`src/rtl/fetch_prefetch_queue.sv`:
```
// rtl/fetch_prefetch_queue.sv - instruction fetch PC plus in-order prefetch FIFO feeding the IF/ID stage
module fetch_prefetch_queue #(
    parameter int          DEPTH    = 4,
    parameter logic [15:0] RESET_PC = 16'h0000
) (
    input  logic                       clock,
    input  logic                       reset,
    output logic                       imem_req,
    output logic [15:0]                imem_addr,
    input  logic                       imem_ready,
    input  logic [15:0]                imem_rdata,
    input  logic                       redirect,
    input  logic [15:0]                redirect_target,
    output logic                       ifid_valid,
    input  logic                       ifid_ready,
    output logic [15:0]                ifid_ir,
    output logic [15:0]                ifid_pcplus,
    output logic [$clog2(DEPTH):0]     queue_count
);
    localparam int PW = $clog2(DEPTH);
    localparam int CW = PW + 1;
    localparam logic [CW-1:0] FULL = CW'(DEPTH);

    logic [15:0]   ir_mem  [DEPTH];
    logic [15:0]   pcp_mem [DEPTH];
    logic [PW-1:0] rd_ptr;
    logic [PW-1:0] wr_ptr;
    logic [CW-1:0] count;
    logic [15:0]   fetch_pc;
    logic          push;
    logic          pop;

    // A pop while full only frees space for the next cycle, since imem_req
    // looks at the registered count.
    assign imem_req    = !reset && !redirect && (count < FULL);
    assign imem_addr   = fetch_pc;
    assign push        = imem_req && imem_ready;
    assign ifid_valid  = (count != '0);
    assign pop         = ifid_valid && ifid_ready && !redirect && !reset;
    assign ifid_ir     = ifid_valid ? ir_mem[rd_ptr]  : 16'h0000;
    assign ifid_pcplus = ifid_valid ? pcp_mem[rd_ptr] : 16'h0000;
    assign queue_count = count;

    always_ff @(posedge clock) begin
        if (reset) begin
            fetch_pc <= RESET_PC;
            count    <= '0;
            rd_ptr   <= '0;
            wr_ptr   <= '0;
        end else if (redirect) begin
            fetch_pc <= {redirect_target[15:1], 1'b0};
            count    <= '0;
            rd_ptr   <= '0;
            wr_ptr   <= '0;
        end else begin
            if (push) begin
                wr_ptr   <= wr_ptr + 1'b1;
                fetch_pc <= fetch_pc + 16'd2;
            end
            if (pop) begin
                rd_ptr <= rd_ptr + 1'b1;
            end
            case ({push, pop})
                2'b10:   count <= count + 1'b1;
                2'b01:   count <= count - 1'b1;
                default: count <= count;
            endcase
        end
    end

    always_ff @(posedge clock) begin
        if (push) begin
            ir_mem[wr_ptr]  <= imem_rdata;
            pcp_mem[wr_ptr] <= fetch_pc + 16'd2;
        end
    end
endmodule
```
`config.mk`:
```
export PLATFORM = sky130hd
export DESIGN_NAME = fetch_prefetch_queue
export DESIGN_NICKNAME = d
export VERILOG_FILES = /design/src/rtl/fetch_prefetch_queue.sv
export SDC_FILE = /design/constraint.sdc
export NUM_CORES = 1
export LEC_CHECK = 0
export ABC_AREA = 1
export BUFFER_PORTS_ARGS = -buffer_cell sky130_fd_sc_hd__buf_2
export CELL_PAD_IN_SITES_DETAIL_PLACEMENT = 0
export CELL_PAD_IN_SITES_GLOBAL_PLACEMENT = 1
export CORE_MARGIN = 8
export CORE_UTILIZATION = 30
export CTS_BUF_LIST = sky130_fd_sc_hd__clkbuf_8
export CTS_CLUSTER_SIZE = 28
export DETAILED_ROUTE_END_ITERATION = 16
export HOLD_SLACK_MARGIN = 0.15
export PLACE_DENSITY_LB_ADDON = 0.15
export SYNTH_ARGS = -nofsm -noshare
export SYNTH_HDL_FRONTEND = slang
export SYNTH_SLANG_ARGS = --single-unit
```
`constraint.sdc`:
```
create_clock -name clock -period 2.8 [get_ports clock]
set_input_delay 0.28 -clock clock [delete_from_list [all_inputs] [get_ports clock]]
set_output_delay 0.28 -clock clock [all_outputs]
set_load 0.1 [all_outputs]
```
==> flow_summary.toml <==
[grt]
met2_usage_pct = 20.2
grt_pass1_vias = 4562
antenna_found_initial = 0
grt_usage_pct = 12.3
global_route.peak_usage_layer = "met2"
globalRoute.totalOverflow = 0
grt_use_met1_pct = 14.9
grt_util_met3_pct = 3.59
grt_max_degree = 47
grt_pass1_wl_um = 24600

[pwr]
power_w = 0.00461
peakVddDrop_mv = 0.309
powerDensity_nw_per_um2 = 557
leakagePower_nw = 3.00

[yosys]
yosysSeqAreaShare_pct = 66.3
ys_warn_count = 0
synth_edf_count = 124
synthArstFlopShare_pct = 0
syn-cell-area_um2 = 6340
post_synth.cell_area_avg_um2 = 10.6
synth_top_area_share_pct = 58.7
ys.flop_type = "edfxtp_1"
synth.ff_latch_count = 148
yosys-top-cells-area = "edfxtp_1 (59%), nor2_1 (8.5%), dfxtp_1 (7.6%)"
yosysTopAreaCell = "edfxtp_1"
synthCells = 596
synth.distinct_cells = 33

[sta]
finalCriticalPeriod_ns = 2.55
max_freq_mhz = 392
rsz0062_at_grt = "no"
clock_skew_ns = 0.0115
min_period_over_period_pct = 91.1
finalHoldViolCount = 0
setup_viol_count_final = 0
worstMarginPinSlew_ns = 0.824
final_max_slew_viol_count = 0
tns_ns = 0
slew_headroom_pct = 45.0
finalWorstSetupSlack_ns = 0.249

[run]
drv_cap = 0

[floorplanning]
start_util_pct = 30.4
die_y_um = 161
coreArea_um2 = 20900
std_cell_rows = 53
die-area_um2 = 26100
die_w_um = 161
num_io_pins = 90

[layout]
area.growth.synth_to_final_pct = 30.4
drive_gt1_share_pct = 20.9
fin_nets = 754
final_common_cell = "nor2_1"
final_cell_area_um2 = 8270
diodes = 0
fin_util_pct = 39.6
final_cell_mix = "nor2_1 (140), edfxtp_1 (124), o21ai_0 (71)"

[critical_path]
cpMaxStageDelayCell = "buf_4"
critPathKind = "flop to primary output"
worstPathMaxFanout = 18
start_kind = "flop"
cp_cell_sequence = "inv_1, buf_4, nor2_1, o21ai_0, a21oi_1, buf_12"
end_kind = "primary output"
required_ns = 2.52
cpPeakStageDelay_ns = 0.36
arrival_ns = 2.27

[place]
post_dp_cell_area_um2 = 7600
place_congestion = 0.794
port_buffers = 86
dp.final_hpwl_um = 9890
dp_slack_ns = 0.671

[routing]
via_per_inst = 4.50
drt-total-wl_um = 15600
dr.pass1.iters = 5
via_count = 4494
postRouteAntennaNets = 0
wire_per_inst_um = 15.7
first_iter_violations = 170
drc = 0

[clock_tree]
h-tree-depth = 4
cts_resized = 0
root_buffer = "clkbuf_8"
tritoncts = "yes"
clkSinkCount = 148
clockBufferDepth = 2
cts-hold-fix-buffers = 25
cts_buffers = 17
post_cts.repair.setup_buffers = 0
cts.clk_slew.worst_paths_ns = 0.08
clk_latency_ns = 0.44

[hold_path]
hold_class = "input port to flop"

[outcome]
status = "completed"
==> worst paths after layout <==
check / from / to / slack, ns / depth (start not counted)
worst min register to register: rd_ptr[1]$_SDFFE_PP0P_ / rd_ptr[1]$_SDFFE_PP0P_ / 0.48 / 2
worst min-delay path: reset / imem_addr[6]$_SDFFE_PP0P_ / 0.21 / 2
worst max-delay path: flop / ifid_ir[0] / 0.25 / 6
worst max register to register: queue_count[2]$_SDFFE_PP0P_ / queue_count[2]$_SDFFE_PP0P_ / 0.92 / 9
==> per-stage QoR <==
stage                     instances  hold WS [ns]
after floorplan                 597         0.349
after global placement          941         0.455
after detailed placement        941         0.466
after CTS                       998         0.163
after global routing            998         0.202
final                           998         0.207
==> synthesized netlist by cell type, types with 2 or more instances <==
cell type / number
ha_1: 6
a31oi_2: 2
nand3_1: 11
o21ai_0: 71
a21oi_1: 46
buf_6: 2
o21bai_2: 2
buf_2: 7
nor2_2: 2
nand3_2: 6
buf_4: 2
nand2_1: 53
and2_1: 6
edfxtp_1: 124
xor2_1: 5
nor2_1: 144
nand2_2: 2
dfxtp_1: 24
o21ai_1: 6
clkbuf_1: 17
a31oi_1: 3
nand4_1: 6
inv_1: 39
==> layout make-up <==
type / instances / area [µm²]
repair buffers: 124 / 1280
well taps: 275 / 344
clock inverters: 15 / 189
inverters: 41 / 159
flip-flops and latches: 148 / 4210
multi-input cells: 378 / 1860
fillers: 2096 / 12600
clock buffers: 17 / 234
==> cell families after synthesis <==
group | share of synthesized area (%)
fa+ha+maj | 1.50
simple gates | 15.4
other cells | 0.0591
buf+inv | 5.05
xor+xnor | 0.829
flops | 66.3
compound gates | 10.9
==> metal layers <==
metal,part of all wire (%),up-vias
met5,0,-
met4,1.5,0
met3,4.5,17
met2,48,107
met1,46,2111
li1,-,2259
==> state kept, by name, summed over array words and instances, names as in the netlist, named ones only <==
register,flops
queue_count,3
imem_addr,15
rd_ptr,2
ir_mem,64
pcp_mem,60
wr_ptr,2
==> critical path, delay by kind of cell (launching register included) <==
kind / cells / cell delay [ns]
AND/OR/NAND/NOR: 1 / 0.13
AO/OA/AOI/OAI: 2 / 0.43
buffers and inverters: 3 / 0.93
flip-flops: 1 / 0.33
==> power by group <==
part	switching, W	internal [W]	leakage, nW	total, W
clock network	0.000781	0.000961	0.206	0.00174
logic	0.000304	0.000117	1.48	0.000421
registers	0.0000253	0.00242	1.32	0.00245
Power figures use the tool's default switching activity.
